$ cat config.mk
export PLATFORM = sky130hd
export DESIGN_NAME = watch_bcd_timekeeper
export DESIGN_NICKNAME = d
export VERILOG_FILES = /design/src/rtl/watch_bcd_timekeeper.sv
export SDC_FILE = /design/constraint.sdc
export NUM_CORES = 1
export LEC_CHECK = 0
export BUFFER_PORTS_ARGS = -buffer_cell sky130_fd_sc_hd__buf_2
export CELL_PAD_IN_SITES_DETAIL_PLACEMENT = 1
export CELL_PAD_IN_SITES_GLOBAL_PLACEMENT = 2
export CORE_MARGIN = 1
export CORE_UTILIZATION = 40
export CTS_BUF_LIST = sky130_fd_sc_hd__clkbuf_4 sky130_fd_sc_hd__clkbuf_8
export DETAILED_ROUTE_END_ITERATION = 8
export GPL_TIMING_DRIVEN = 0
export PLACE_DENSITY_LB_ADDON = 0.1
export RECOVER_POWER = 50
export SYNTH_ARGS = -nofsm -noshare
export SYNTH_HDL_FRONTEND = slang
export SYNTH_SLANG_ARGS = --single-unit
export TNS_END_PERCENT = 50
$ cat constraint.sdc
create_clock -name CLK -period 2.5 [get_ports CLK]
set_input_delay 0.125 -clock CLK [delete_from_list [all_inputs] [get_ports CLK]]
set_output_delay 0.125 -clock CLK [all_outputs]
set_load 0.01 [all_outputs]
$ cat src/rtl/watch_bcd_timekeeper.sv
// watch_bcd_timekeeper: 1 s prescaler plus 24 h BCD clock, set via two debounced buttons.
module watch_bcd_timekeeper #(
  parameter int TICK_DIV   = 1000,
  parameter int DEB_CYCLES = 20
) (
  input  logic       CLK,
  input  logic       RESETN,
  input  logic       BTN_MODE,
  input  logic       BTN_UP,
  output logic [3:0] H10,
  output logic [3:0] H1,
  output logic [3:0] M10,
  output logic [3:0] M1,
  output logic [3:0] S10,
  output logic [3:0] S1,
  output logic [1:0] SET_MODE,
  output logic       SEC_TICK
);
  localparam int CW = $clog2(DEB_CYCLES + 1);
  localparam int PW = $clog2(TICK_DIV);
  localparam logic [1:0] S_RUN = 2'b00, S_SET_H = 2'b01, S_SET_M = 2'b10, S_SET_S = 2'b11;

  logic [1:0]    w_raw, w_press;
  logic [1:0]    r_mode;
  logic [PW-1:0] r_pre;
  logic          r_tick;
  logic [3:0]    r_h10, r_h1, r_m10, r_m1, r_s10, r_s1;
  logic          w_run, w_tick, w_up;
  logic          w_s_wrap, w_m_wrap, w_h_wrap;
  logic          w_inc_s, w_inc_m, w_inc_h;

  assign w_raw = {BTN_UP, BTN_MODE};

  genvar b;
  for (b = 0; b < 2; b++) begin : g_btn
    logic [1:0]    r_sync;
    logic [CW-1:0] r_cnt;
    logic          r_lvl, r_lvl_d;
    always_ff @(posedge CLK or negedge RESETN)
      if (!RESETN) begin
        r_sync  <= '0;
        r_cnt   <= '0;
        r_lvl   <= 1'b0;
        r_lvl_d <= 1'b0;
      end else begin
        r_sync  <= {r_sync[0], w_raw[b]};
        r_lvl_d <= r_lvl;
        if (r_sync[1] == r_lvl) r_cnt <= '0;
        else if (r_cnt == CW'(DEB_CYCLES - 1)) begin
          r_cnt <= '0;
          r_lvl <= r_sync[1];
        end else r_cnt <= r_cnt + 1'b1;
      end
    assign w_press[b] = r_lvl & ~r_lvl_d;
  end

  assign w_run    = r_mode == S_RUN;
  assign w_tick   = w_run && r_pre == PW'(TICK_DIV - 1);
  // A simultaneous MODE press wins, so UP only acts when MODE is idle.
  assign w_up     = w_press[1] & ~w_press[0] & ~w_run;
  assign w_s_wrap = r_s10 == 4'd5 && r_s1 == 4'd9;
  assign w_m_wrap = r_m10 == 4'd5 && r_m1 == 4'd9;
  assign w_h_wrap = r_h10 == 4'd2 && r_h1 == 4'd3;
  assign w_inc_s  = w_tick | (w_up && r_mode == S_SET_S);
  assign w_inc_m  = (w_tick && w_s_wrap) | (w_up && r_mode == S_SET_M);
  assign w_inc_h  = (w_tick && w_s_wrap && w_m_wrap) | (w_up && r_mode == S_SET_H);

  always_ff @(posedge CLK or negedge RESETN)
    if (!RESETN) begin
      r_mode <= S_RUN;
      r_pre  <= '0;
      r_tick <= 1'b0;
      r_h10  <= 4'd0;
      r_h1   <= 4'd0;
      r_m10  <= 4'd0;
      r_m1   <= 4'd0;
      r_s10  <= 4'd0;
      r_s1   <= 4'd0;
    end else begin
      r_tick <= w_tick;
      r_pre  <= (!w_run || w_tick) ? '0 : r_pre + 1'b1;
      if (w_press[0]) r_mode <= r_mode + 2'd1;
      if (w_inc_s) begin
        r_s1  <= r_s1 == 4'd9 ? 4'd0 : r_s1 + 4'd1;
        r_s10 <= w_s_wrap ? 4'd0 : r_s1 == 4'd9 ? r_s10 + 4'd1 : r_s10;
      end
      if (w_inc_m) begin
        r_m1  <= r_m1 == 4'd9 ? 4'd0 : r_m1 + 4'd1;
        r_m10 <= w_m_wrap ? 4'd0 : r_m1 == 4'd9 ? r_m10 + 4'd1 : r_m10;
      end
      if (w_inc_h) begin
        r_h1  <= (w_h_wrap || r_h1 == 4'd9) ? 4'd0 : r_h1 + 4'd1;
        r_h10 <= w_h_wrap ? 4'd0 : r_h1 == 4'd9 ? r_h10 + 4'd1 : r_h10;
      end
    end

  assign H10      = r_h10;
  assign H1       = r_h1;
  assign M10      = r_m10;
  assign M1       = r_m1;
  assign S10      = r_s10;
  assign S1       = r_s1;
  assign SET_MODE = r_mode;
  assign SEC_TICK = r_tick;
endmodule
==> summary.txt <==
Placed design
  • Placer Congestion: 0.6950
  • Port Buffers: 30
  • Placed inst area: 2949 µm²
  • DP Wirelength: 3519 µm

Timing
  • Worst Max-Slew Pin Slew: 1.368 ns
  • Total negative setup slack: 0 ns
  • Unrepaired setup endpoints after global routing: no
  • Final number of hold-violating endpoints: 0
  • Post-Route Skew: 0.01052 ns
  • Final setup violation count: 0
  • Post-layout minimum cycle time: 2.108 ns
  • Pins Over Slew Limit: 0
  • Upper clock frequency limit: 474.4 MHz
  • Portion of the clock cycle consumed by the worst path in the final layout: 84.32%
  • Worst rel slew slack: 8.785%

CTS
  • Number of buffers inserted during clock tree synthesis: 5
  • Number of cells upsized or downsized after cts: 0
  • Count of H-tree levels built during CTS: 2
  • Clock latency at the later pin of the worst-skew pair: 0.32 ns
  • CTS clk-pin slew, worst paths: 0.11 ns
  • Number of sinks on the clock net: 55
  • Longest Clk Path Bufs: 2
  • Clock tree from TritonCTS: done
  • Cell at the root of the clock tree: sky130_fd_sc_hd__clkbuf_8
  • Setup Fix Bufs, Post-CTS: 0

Routing
  • DR vias: 1,917
  • Remaining design rule violation count: 4
  • 1st-pass router iterations: 6
  • Via density: 5.238
  • Initial DRC Count: 82
  • Number of routed nets with antenna violations: 0
  • Post-detailed-route wirelength per cell: 13.83 µm
  • Drt total wl: 5061 µm

Yosys
  • Net count after synthesis: 267
  • Post-synthesis cell type with the largest combined area: sky130_fd_sc_hd__dfrtp_1
  • Most area-consuming cells after synthesis: sky130_fd_sc_hd__dfrtp_1 (51%), sky130_fd_sc_hd__ha_1 (6.9%), sky130_fd_sc_hd__mux2_2 (3.3%), sky130_fd_sc_hd__nor2_1 (3.2%), sky130_fd_sc_hd__o21ai_0 (3.1%)
  • Top cell types by occurrence after synthesis: sky130_fd_sc_hd__dfrtp_1 (55), sky130_fd_sc_hd__nor2_1 (23), sky130_fd_sc_hd__nand2_1 (19)
  • Flip-flop and latch count after synthesis: 55
  • Synth Area in Simple Gates: 21.34%
  • Combined area of all synthesized cells: 2703 µm²
  • Largest family of logic cells by synthesized area: simple AND/OR/NAND/NOR gates
  • Avg Cell Area, Syn: 10.90 µm²
  • Synth Area in Compound Gates: 10.23%
  • Post-synthesis adder-cell area fraction: 6.944%
  • Post-synth top flop: sky130_fd_sc_hd__dfrtp_1
  • Most common cell in the netlist: sky130_fd_sc_hd__dfrtp_1
  • Multiplexer share of the synthesized area: 3.333%
  • Async S/R FF share, synth: 100.0%
  • Fraction of post-synthesis cell area in the top cell type by area: 50.93%
  • Number of warnings reported in the yosys synthesis log: 0
  • Xor and xnor fraction of the mapped netlist area: 5.509%
  • Portion of the post-synthesis area used by sequential elements: 50.93%
  • Distinct cell type count after synthesis: 42
  • Post-synth EDFFs: 0
  • Cell count after synthesis: 248

Global route
  • Sum of overflow across all layers after global routing: 0
  • Global-route wire length before repair: 9059 µm
  • Largest net degree at the start of global routing: 56
  • GRT Total Usage: 15.86%
  • Initial antenna violation count: 0
  • Via count of the first global-routing pass: 1,882

Pwr
  • Static leakage power: 0.001454 µW
  • Power density over cell area: 514.4 nW/µm²
  • Largest voltage drop on the vdd net: 0.2350 mV

Critical path
  • Worst path bufs/invs: 1
  • Crit path required time: 2.75 ns
  • Slowest library cell on the worst path: sky130_fd_sc_hd__or4_1
  • Arrival time worst endpoint: 2.36 ns
  • Largest driver fanout on the critical path: 8
  • Cell breakdown of the critical path: inv_1, ha_1, nor4b_1, a21oi_2, or4_1, nand2_1
  • Largest stage delay on the critical path: 0.49 ns
  • Worst setup SP type: flip-flop
  • Top Family by Delay on Critical Path: simple AND/OR/NAND/NOR gates
  • Crit path capture type: flip-flop
  • Internal reg-to-reg setup slack: 0.39 ns
  • Critical setup path kind: reg -> reg

Layout
  • Relative area change from synthesis to final layout: 13.43%
  • Share of layout cells above drive strength 1: 18.34%
  • Fill cell count: 732
  • Final #Nets: 307
  • # diodes: 0
  • Final design instance area without fill: 3065 µm²

Floorplan
  • Row count: 29
  • Die Footprint: 7089 µm²
  • Top-Level Pins: 31
  • Std-Cell Core Area: 6422 µm²
  • Horizontal extent of the die: 84.20 µm
  • Die H: 84.20 µm
  • Effective utilization at floorplan: 42.08%

Outcome
  • Outcome: finished with violations
  • Violations in the final reports: DRC

Job
  • Max-Cap Viols: 0

Hold path
  • Min-Delay Path Class: reg -> reg
[state kept, by name, indices dropped and copies added, names as in the netlist]
signal,cells
M10,4
SET_MODE,2
H10,4
r_pre,10
S1,4
g_btn.r_lvl,2
SEC_TICK,1
M1,4
S10,4
g_btn.r_cnt,10
g_btn.r_sync,4
H1,4
g_btn.r_lvl_d,2
[metrics by stage]
step	util (%)	total power, µW	hold slack, ns	worst slack (ns)	std cells
floorplan	-	1029	-0.1706	0.6042	248
global placement	45.92	1067	0.2336	0.4079	355
detailed placement	45.92	1070	0.2347	0.3990	355
CTS	47.71	1608	0.1170	0.3572	365
global route	47.73	1652	0.3942	0.2465	366
finish	47.73	1577	0.3783	0.3921	366
[final timing paths]
check | endpoint | cells after the start | startpoint
max | H10[2] | 6 | SET_MODE[0]
min | g_btn[1].r_sync[1] | 0 | g_btn[1].r_sync[0]
max reg2reg | H10[2] | 6 | SET_MODE[0]
min reg2reg | g_btn[1].r_sync[1] | 0 | g_btn[1].r_sync[0]
max in group asynchronous | S10[3] | 2 | RESETN
min in group asynchronous | g_btn[1].r_cnt[3] | 2 | RESETN
[placed cells by master (no fill, tap or decap), types with 5 or more instances in the layout]
cell type and n:
sky130_fd_sc_hd__nor2b_1 7, sky130_fd_sc_hd__xor2_1 9, sky130_fd_sc_hd__nor2_1 23, sky130_fd_sc_hd__nor3_1 6, sky130_fd_sc_hd__clkbuf_1 7, sky130_fd_sc_hd__o31ai_1 6, sky130_fd_sc_hd__clkbuf_8 5, sky130_fd_sc_hd__dfrtp_1 55
sky130_fd_sc_hd__xnor2_1 8, sky130_fd_sc_hd__nand2_1 19, sky130_fd_sc_hd__mux2_2 8, sky130_fd_sc_hd__and3_1 5, sky130_fd_sc_hd__inv_1 11, sky130_fd_sc_hd__buf_2 23, sky130_fd_sc_hd__nand3_1 14, sky130_fd_sc_hd__nand2b_1 8
sky130_fd_sc_hd__ha_1 15, sky130_fd_sc_hd__o21ai_0 17
[cells by family (layout without fill, tap and decap cells)]
logic type | count (synthesis) | in the layout
mux | 8 | 8
fa+ha+maj | 15 | 15
xor+xnor | 17 | 17
compound gates | 38 | 38
flops | 55 | 55
simple gates | 103 | 103
buf+inv | 12 | 53
[final cells by class]
| type | instances | area (µm²) | area share (%) |
|---|---|---|---|
| timing repair buffer | 33 | 171.4 | 5.592 |
| clock inverter | 3 | 26.28 | 0.8571 |
| sequential | 55 | 1376 | 44.90 |
| buffer | 1 | 5.005 | 0.1633 |
| inverter | 11 | 41.29 | 1.347 |
| clock buffer | 5 | 68.82 | 2.245 |
| tap | 77 | 96.34 | 3.143 |
| multi-input combinational | 181 | 1280 | 41.76 |
[layer usage]
layer / vias to the layer above / routed length [µm] / track usage [%]
met5: - / 0 / 0
met4: 0 / 61 / 4.702
met3: 5 / 141 / 3.245
met2: 25 / 2302 / 24.89
met1: 945 / 2556 / 22.30
li1: 942 / - / -
[where the power goes]
group / internal, µW / switching (µW) / leakage [µW] / total [µW]
logic: 38.1 / 51.9 / 0.000665 / 90.0
registers: 926 / 37.8 / 0.000740 / 964
clock network: 207 / 316 / 0.0000491 / 523
total: 1170 / 406 / 0.00145 / 1580
[what timing repair did]
action                                  4_1_cts  5_1_grt
endpoints found under the setup margin        0        0
hold buffers                                  2        1
endpoints found under the hold margin         2       55
Note: power is estimated with default switching activity, not from simulation.
